<file path="src/rtl/alu_split_sched.sv">
// Issue-split scheduler for the three-slot ALU: splits a bundle into dependency-ordered
// issue groups on consecutive cycles and produces same-group forward / previous-group bypass selects.

module alu_split_lane #(
    parameter int LANE = 0
) (
    input  logic             en_i,
    input  logic [5:0]       ra_i,
    input  logic [5:0]       rb_i,
    input  logic [2:0]       wr_ok_i,
    input  logic [2:0][5:0]  tag_i,
    output logic [2:0]       ma_o,
    output logic [2:0]       mb_o
);
    localparam logic [2:0] OLDER = 3'((1 << LANE) - 1);

    logic [2:0] eq_a, eq_b;

    for (genvar i = 0; i < 3; i++) begin : g_eq
        assign eq_a[i] = (ra_i == tag_i[i]);
        assign eq_b[i] = (rb_i == tag_i[i]);
    end

    // Only older, enabled, writing slots can be producers for this lane.
    assign ma_o = {3{en_i}} & wr_ok_i & OLDER & eq_a;
    assign mb_o = {3{en_i}} & wr_ok_i & OLDER & eq_b;
endmodule

module alu_split_sched #(
    parameter logic [3:0] TAG_HI   = 4'b1100,
    parameter bit         CHAIN_OK = 1'b1
) (
    input  logic        clk,
    input  logic        rst,
    input  logic        stall,
    input  logic        bnd_valid,
    input  logic [2:0]  slot_en,
    input  logic [2:0]  slot_wen,
    input  logic [5:0]  slot_index,
    input  logic [17:0] slot_rA,
    input  logic [17:0] slot_rB,
    output logic        do_stall,
    output logic [2:0]  do_split,
    output logic        iss_valid,
    output logic [2:0]  iss_en,
    output logic [2:0]  iss_fwdA,
    output logic [2:0]  iss_fwdB,
    output logic [2:0]  iss_prevA,
    output logic [2:0]  iss_prevB
);
    typedef enum logic {IDLE, BUSY} state_t;

    typedef struct packed {
        logic [2:0] en;
        logic [1:0] g1;
        logic [1:0] g2;
        logic [1:0] last;
        logic [2:0] prev_a;
        logic [2:0] prev_b;
    } bnd_t;

    state_t          state_q;
    bnd_t            bnd_q, bnd_d;
    logic [1:0]      cur_q;
    logic            do_stall_q, iss_valid_q;
    logic [2:0]      do_split_q, iss_en_q, fwd_a_q, fwd_b_q, prev_a_q, prev_b_q;

    logic [2:0]      wr_ok;
    logic [2:0][5:0] tag;
    logic [2:0][2:0] ma, mb;
    logic            accept, coll;
    logic            d10a, d10b, d20a, d20b, d21a, d21b, dep10, dep20, dep21;
    logic [1:0]      g1, g2, g2_0, g2_1, l1, l2;
    logic [2:0]      fwd_a, fwd_b, split, en_g0, en_cur;

    assign wr_ok  = slot_en & slot_wen;
    assign accept = bnd_valid && !do_stall_q && !stall;

    for (genvar k = 0; k < 3; k++) begin : g_lane
        assign tag[k] = {TAG_HI, slot_index[2*k +: 2]};
        alu_split_lane #(.LANE(k)) u_lane (
            .en_i    (slot_en[k]),
            .ra_i    (slot_rA[6*k +: 6]),
            .rb_i    (slot_rB[6*k +: 6]),
            .wr_ok_i (wr_ok),
            .tag_i   (tag),
            .ma_o    (ma[k]),
            .mb_o    (mb[k])
        );
    end

    logic unused_m;
    assign unused_m = ^{ma[0], mb[0], ma[1][2:1], mb[1][2:1], ma[2][2], mb[2][2]};

    always_comb begin
        // Equal tags on slots 0/1: slot2 binds to the younger producer only.
        coll  = wr_ok[0] && wr_ok[1] && (slot_index[1:0] == slot_index[3:2]);
        d10a  = ma[1][0];
        d10b  = mb[1][0];
        d20a  = ma[2][0] && !coll;
        d20b  = mb[2][0] && !coll;
        d21a  = ma[2][1];
        d21b  = mb[2][1];
        dep10 = d10a || d10b;
        dep20 = d20a || d20b;
        dep21 = d21a || d21b;

        g1   = (dep10 && !CHAIN_OK) ? 2'd1 : 2'd0;
        g2_0 = dep20 ? 2'd1 : 2'd0;
        g2_1 = dep21 ? g1 + 2'd1 : 2'd0;
        g2   = (g2_1 > g2_0) ? g2_1 : g2_0;
        l1   = slot_en[1] ? g1 : 2'd0;
        l2   = slot_en[2] ? g2 : 2'd0;

        bnd_d.en     = slot_en;
        bnd_d.g1     = g1;
        bnd_d.g2     = g2;
        bnd_d.last   = (l2 > l1) ? l2 : l1;
        bnd_d.prev_a = {(d21a && g2 == g1 + 2'd1) || (d20a && g2 == 2'd1), d10a && g1 == 2'd1, 1'b0};
        bnd_d.prev_b = {(d21b && g2 == g1 + 2'd1) || (d20b && g2 == 2'd1), d10b && g1 == 2'd1, 1'b0};

        fwd_a  = {1'b0, d10a && g1 == 2'd0, 1'b0};
        fwd_b  = {1'b0, d10b && g1 == 2'd0, 1'b0};
        split  = {slot_en[2] && g2 != 2'd0, slot_en[1] && g1 != 2'd0, 1'b0};
        en_g0  = slot_en & {g2 == 2'd0, g1 == 2'd0, 1'b1};
        en_cur = bnd_q.en & {bnd_q.g2 == cur_q, bnd_q.g1 == cur_q, 1'b0};
    end

    always_ff @(posedge clk or negedge rst) begin
        if (!rst) begin
            state_q     <= IDLE;
            bnd_q       <= '0;
            cur_q       <= 2'd0;
            do_stall_q  <= 1'b0;
            do_split_q  <= 3'b000;
            iss_valid_q <= 1'b0;
            iss_en_q    <= 3'b000;
            fwd_a_q     <= 3'b000;
            fwd_b_q     <= 3'b000;
            prev_a_q    <= 3'b000;
            prev_b_q    <= 3'b000;
        end else if (!stall) begin
            case (state_q)
                IDLE: begin
                    if (accept) begin
                        bnd_q       <= bnd_d;
                        do_split_q  <= split;
                        iss_valid_q <= 1'b1;
                        iss_en_q    <= en_g0;
                        fwd_a_q     <= fwd_a;
                        fwd_b_q     <= fwd_b;
                        prev_a_q    <= 3'b000;
                        prev_b_q    <= 3'b000;
                        if (bnd_d.last != 2'd0) begin
                            state_q    <= BUSY;
                            cur_q      <= 2'd1;
                            do_stall_q <= 1'b1;
                        end
                    end else begin
                        iss_valid_q <= 1'b0;
                        iss_en_q    <= 3'b000;
                        fwd_a_q     <= 3'b000;
                        fwd_b_q     <= 3'b000;
                        prev_a_q    <= 3'b000;
                        prev_b_q    <= 3'b000;
                    end
                end
                BUSY: begin
                    iss_valid_q <= 1'b1;
                    iss_en_q    <= en_cur;
                    fwd_a_q     <= 3'b000;
                    fwd_b_q     <= 3'b000;
                    prev_a_q    <= bnd_q.prev_a & en_cur;
                    prev_b_q    <= bnd_q.prev_b & en_cur;
                    if (cur_q == bnd_q.last) begin
                        state_q    <= IDLE;
                        do_stall_q <= 1'b0;
                    end else begin
                        cur_q <= cur_q + 2'd1;
                    end
                end
                default: state_q <= IDLE;
            endcase
        end
    end

    assign do_stall  = do_stall_q;
    assign do_split  = do_split_q;
    assign iss_valid = iss_valid_q;
    assign iss_en    = iss_en_q;
    assign iss_fwdA  = fwd_a_q;
    assign iss_fwdB  = fwd_b_q;
    assign iss_prevA = prev_a_q;
    assign iss_prevB = prev_b_q;
endmodule

</file>
<file path="config.mk">
export PLATFORM = sky130hd
export DESIGN_NAME = alu_split_sched
export DESIGN_NICKNAME = d
export VERILOG_FILES = /design/src/rtl/alu_split_sched.sv
export SDC_FILE = /design/constraint.sdc
export NUM_CORES = 1
export LEC_CHECK = 0
export CORE_ASPECT_RATIO = 1.25
export CORE_MARGIN = 1
export CORE_UTILIZATION = 36
export CTS_CLUSTER_DIAMETER = 150
export DETAILED_ROUTE_END_ITERATION = 8
export GPL_TIMING_DRIVEN = 0
export MAX_ROUTING_LAYER = met4
export PLACE_DENSITY = 0.88
export SKIP_LAST_GASP = 1
export SLEW_MARGIN = 25
export SYNTH_ARGS = -nofsm -noshare
export SYNTH_HDL_FRONTEND = slang
export SYNTH_SLANG_ARGS = --single-unit
</file>
<file path="constraint.sdc">
create_clock -name clk -period 1.9 [get_ports clk]
set_clock_uncertainty 0.1 [all_clocks]
set_input_delay 0.57 -clock clk [delete_from_list [all_inputs] [get_ports clk]]
set_output_delay 0.57 -clock clk [all_outputs]
set_load 0.02 [all_outputs]
</file>
# After elaboration in Yosys (flattened, before gate mapping)
# Index checks and enable logic that the tools add are counted.
classes:
  addsub: 1
  mux: 27
  n_reduce_logical: 25
  n_eq_ne: 14
  n_bitwise: 13
  order_cmp: 2
ops:
  columns: ["op", "n"]
  rows:
  - ["equality test 6 bit", 6]
  - ["one-hot mux 3 bit (2 select lines)", 5]
  - ["bitwise AND 3 bit", 4]
  - ["two-way mux 1 bit", 12]
  - ["logical AND 1 bit", 11]
  - ["two-way mux 2 bit", 5]
  - ["bitwise AND 2 bit", 4]
  - ["AND reduction 4 bit", 2]
  - ["equality test 2 bit", 3]
  - ["inequality test 2 bit, second input constant", 3]
  - ["one-hot mux 1 bit (2 select lines)", 3]
  - ["logical NOT 2 bit", 2]
  - ["logical OR 1 bit", 4]
  - ["one-hot mux 2 bit (2 select lines)", 1]
  - ["nonzero test 2 bit", 2]
  - ["bitwise AND 1 bit", 3]
  - ["logical NOT 1 bit", 3]
  - ["two-way mux 3 bit", 1]
  - ["AND reduction 3 bit", 1]
  - ["adder 2 x 1 -> 2 bit, second input constant", 1]
  - ["inequality test 2 x 1 -> 1 bit, second input constant", 1]
  - ["inverter 1 bit", 2]
  - ["equality test 1 bit, second input constant", 1]
  - ["> comparator 1 bit", 1]
  - ["> comparator 1 bit, second input constant", 1]
totals:
  register_bits: 30
  output_inout_bits: 20
  word_cells: 97
  input_bits: 52

# Logic depth before layout (Yosys ltp)
logic_depth:
  ltp_word: 16
  mapped_depth: 6
  mapped_depth_nobuf: 5

# Modules after synthesis
# A second synthesis with hierarchy kept.
hier_totals:
  hier_cells: 155
  area_unflattened_um2: 1462.7
by_module_without_submodules:
  columns: ["mod", "cells_each", "area_each_um2", "seq_area_each_um2", "instances"]
  rows:
  - ["alu_split_sched", 96, 963.4, 450.4, 1]
  - ["alu_split_lane (g_lane[2].u_lane)", 37, 316.6, 0.0, 1]
  - ["alu_split_lane (g_lane[1].u_lane)", 22, 182.7, 0.0, 1]

# Least setup slack after synthesis
# Ideal clock, no wire load.
synth_timing:
  path_type: "in2reg"
  from: "in slot_rB[14]"
  to: "reg cur_q[0]"
  path_slack_ns: -0.057
  setup_ns: 0.080
  t_arrival_ns: 1.777
  stages: 5
  required_ns: 1.720
  cell_sequence: "nand4bb_1 -> or4_1 -> nor2b_4 -> and2_4 -> a31oi_4"
synth_between:
  elab_chain_len: 13
synth_lines:
  columns: ["element", "line", "rtl"]
  rows:
  - ["from (decl)", "41", "input logic [17:0] slot_rB,"]
  - ["equality test 6 bit", "21", "assign eq_b[i] = (rb_i == tag_i[i]);"]
  - ["bitwise AND 2 bit (*)", "26", "assign mb_o = {3{en_i}} & wr_ok_i & OLDER & eq_b;"]
  - ["logical AND 1 bit", "101", "d20b = mb[2][0] && !coll;"]
  - ["logical OR 1 bit", "105", "dep20 = d20a || d20b;"]
  - ["two-way mux 1 bit", "109", "g2_0 = dep20 ? 2'd1 : 2'd0;"]
  - ["> comparator 1 bit", "111", "g2 = (g2_1 > g2_0) ? g2_1 : g2_0;"]
  - ["two-way mux 1 bit (*)", "111", null]
  - ["two-way mux 1 bit (*)", "113", "l2 = slot_en[2] ? g2 : 2'd0;"]
  - ["> comparator 1 bit", "118", "bnd_d.last = (l2 > l1) ? l2 : l1;"]
  - ["two-way mux 1 bit (*)", "118", null]
  - ["nonzero test 2 bit (*)", "154", "if (bnd_d.last != 2'd0) begin"]
  - ["inequality test 2 bit (no line) (*)", null, null]
  - ["AND reduction 4 bit (no line) (*)", null, null]
  - ["to (signal assigned)", "179", "cur_q <= cur_q + 2'd1;"]
  - ["to (decl)", "64", "logic [1:0] cur_q;"]
# Every way passes the cells marked *; elsewhere a longest branch is shown, timed or not.
# A chain may end at the register's enable or synchronous reset.

# Worst setup path in the final report
layout_timing:
  from: "in stall"
  to: "reg bnd_q[13] in the netlist's numbering"
layout_between:
  elab_chain_len: 3
layout_lines:
  columns: ["element", "line", "rtl"]
  rows:
  - ["from (decl)", "35", "input logic stall,"]
  - ["logical NOT 1 bit", null, null]
  - ["logical AND 1 bit", "77", "assign accept = bnd_valid && !do_stall_q && !stall;"]
  - ["AND reduction 3 bit (no line) (*)", null, null]
  - ["to (signal assigned)", "146", "bnd_q <= bnd_d;"]
  - ["to (decl)", "63", "bnd_t bnd_q, bnd_d;"]
# Marks and branches as above.

==> results.py <==
metrics = {
    "outcome": {
        "status": "finished with violations",
        "violations": "negative setup slack",
    },
    "cells_and_area": {
        "syn_to_final_growth_pct": 55.90,
        "stdcell_area_mm2": 0.001752,
        "layout-drive-gt1-share": 0.2191,
        "antenna_cells": 0,
        "finalNetCount": 232,
    },
    "worst_setup_path": {
        "reg2reg_from": "do_stall$_DFFE_PN0P_",
        "cp-end-kind": "flip-flop",
        "startpoint": "stall",
        "cp-start-kind": "primary input",
        "crit_path_max_fanout": 4,
        "arrival_ps": 2010,
        "crit_type": "in2reg",
        "required_ps": 1990,
    },
    "sta": {
        "whs_ps": 394.1,
        "tns_ps": -22.58,
        "fin_crit_ps": 1923,
        "finalHoldViolations": 0,
        "period_share": 1.012,
        "slew_violations": 0,
        "setup_ws_ps": -22.58,
        "rsz0062_at_grt": "true",
        "tightest_slew_ps": 808.9,
        "slew_headroom": 0.4590,
        "max_freq_mhz": 520.1,
        "setup_viol": 1,
    },
    "die": {
        "io_pins": 72,
        "die_height_um": 64.46,
        "core-area_mm2": 0.002945,
        "die-area_mm2": 0.003350,
        "die_x_um": 51.97,
        "fp-row-count": 22,
        "start_util": 0.3815,
    },
    "routing": {
        "drtAntennaViolNets": 0,
        "drc": 0,
        "routed_wl_um": 2645,
        "drt_pre_antenna_iters": 4,
        "first_iter_violations": 34,
        "vias_per_cell": 4.902,
        "vias": 1049,
        "wl_per_cell_um": 12.36,
    },
    "global_routing": {
        "grt_pass1_wl_um": 4098,
        "antenna_found_initial": 0,
        "grt_pass1_vias": 993,
        "grt_util_all_layers": 0.1678,
        "overflow": 0,
        "grt_max_degree": 19,
    },
    "synthesis": {
        "ys_seq_elements": 18,
        "avgSynthCellArea_um2": 9.363,
        "yosysWarnings": 0,
        "synth_area_mm2": 0.001124,
        "synthTopCellsByArea": "dfrtp_1, xor2_1, buf_4",
        "ys_top_cells_by_count": "dfrtp_1, buf_4, nor2_1, xor2_1, nand2_1",
        "synth.largest_area_cell": "dfrtp_1",
        "synth_edf_count": 0,
        "synthArstFlopShare": 1.000,
        "ys_seq_area_frac": 0.4009,
        "ys_types": 36,
        "ys.flop_type": "dfrtp_1",
        "yosysMostFrequentCell": "dfrtp_1",
        "synth_top_cell_area_share": 0.4009,
        "syn_inst": 120,
    },
    "clock_network": {
        "clock_sinks": 18,
        "cts_buffer_depth": 2,
        "cts_root_buffer": "clkbuf_4",
        "numCtsBuffers": 3,
        "cts_hold_buf": 0,
        "worstSkewPairLatency_ps": 290,
        "cts_tree": "built",
        "clkTransAtPathRegs_ps": 100,
        "htreeDepth": 1,
    },
    "placed_design": {
        "place_area_mm2": 0.001643,
        "dp_hpwl_um": 1985,
        "place_congestion": 0.8023,
        "port_buffers": 44,
        "pre_cts_ws_ps": -594.6,
    },
    "min_path": {
        "hold_class": "reg2reg",
        "hold_path_startpoint": "iss_en[1]$_DFFE_PN0N_",
    },
    "run": {
        "maxCapViolations": 0,
    },
    "pwr": {
        "powerDensity_mw_per_mm2": 532.8,
        "power.leakage_nw": 0.8252,
        "ir_worst_vdd_mv": 0.3026,
    },
}
## critical path, stage by stage
cell and delay, ps:
clkdlybuf4s50_1 460, nor3b_2 310, and2_4 230, buf_4 120
mux2_2 320
## registers in the layout, summed over array words and instances (netlist names)
register and count:
iss_fwdA 1, do_stall 1, iss_valid 1, iss_prevB 1, do_split 1, cur_q 2, bnd_q 5, iss_fwdB 1
state_q 1, iss_prevA 1, iss_en 3
## cells in the final DEF, fill, tap and decap left out, types with 2 or more instances in the layout
cell             Yosys  routed
a21oi_1              5       4
a21oi_2              1       2
a22o_1               3       3
a31oi_1              2       2
and2_4               1       2
buf_2                3       2
buf_4               11      14
clkbuf_2             0       2
clkbuf_4             0       3
clkdlybuf4s50_1      0      20
conb_1               1      10
dfrtp_1             18      18
dlygate4sd2_1        0      19
dlymetal6s2s_1       0       3
inv_1                4       4
nand2_1              8       8
nand4_1              3       3
nand4bb_4            0       2
nor2_1              11      11
o21ai_0              7       6
xnor2_1              5       5
xor2_1              11      11
## power by group
part	total (mW)	switching [mW]	internal, mW	leakage [nW]
Sequential	0.431	0.0196	0.412	0.231
Combinational	0.264	0.128	0.137	0.573
Clock	0.238	0.121	0.117	0.0210
## what timing repair did
item,in CTS,in global routing
setup endpoints to repair,25,9
pin swaps,4,8
resized for setup,33,11
buffers inserted,0,2
## final cells by class
class | instances | area [um^2]
Inverter | 4 | 15.01
Multi-Input combinational cell | 91 | 671.9
Clock buffer | 4 | 36.28
Tap cell | 36 | 45.04
Buffer | 15 | 103.9
Timing Repair Buffer | 46 | 429.2
Fill cell | 250 | 1194
Sequential cell | 18 | 450.4
## through the flow
| step | total power [mW] | instances | utilization |
|---|---|---|---|
| 2_1_floorplan | 0.5703 | 129 | - |
| 3_3_place_gp | 0.6919 | 209 | 0.5578 |
| 3_5_place_dp | 0.6987 | 209 | 0.5578 |
| 4_1_cts | 0.9283 | 212 | 0.5807 |
| 5_1_grt | 0.9764 | 214 | 0.5947 |
| 6_report | 0.9333 | 214 | 0.5947 |
## logic make-up (layout without fill, tap and decap cells)
kind of cell,after synthesis,in the layout,synth area share
xor+xnor,16,16,0.1247
buf+inv,20,69,0.1069
other cells,1,10,0.003338
mux,1,1,0.01002
simple gates,37,37,0.1804
compound gates,26,26,0.1626
flops,18,18,0.4009
fa+ha+maj,1,1,0.01113
## per-layer routing
layer	vias up	part of all wire	GRT usage
met3	6	0.053	0.01174
met1	478	0.38	0.1795
met5	-	0	-
li1	513	-	-
met4	0	0.021	0.09122
met2	52	0.55	0.2981
## path summary, 6_finish.rpt
| kind | cells past startpoint | slack (ps) | end |
|---|---|---|---|
| max reg2reg | 4 | 340 | bnd_q[13]$_DFFE_PN0P_ |
| min | 2 | 390 | iss_en[1]$_DFFE_PN0N_ |
| max in group asynchronous | 1 | 570 | bnd_q[5]$_DFFE_PN0P_ |
| min in group asynchronous | 1 | 630 | iss_valid$_DFFE_PN0N_ |
| max | 5 | -20 | bnd_q[13]$_DFFE_PN0P_ |
| min reg2reg | 2 | 390 | iss_en[1]$_DFFE_PN0N_ |
Note: power is estimated with default switching activity, not from simulation.
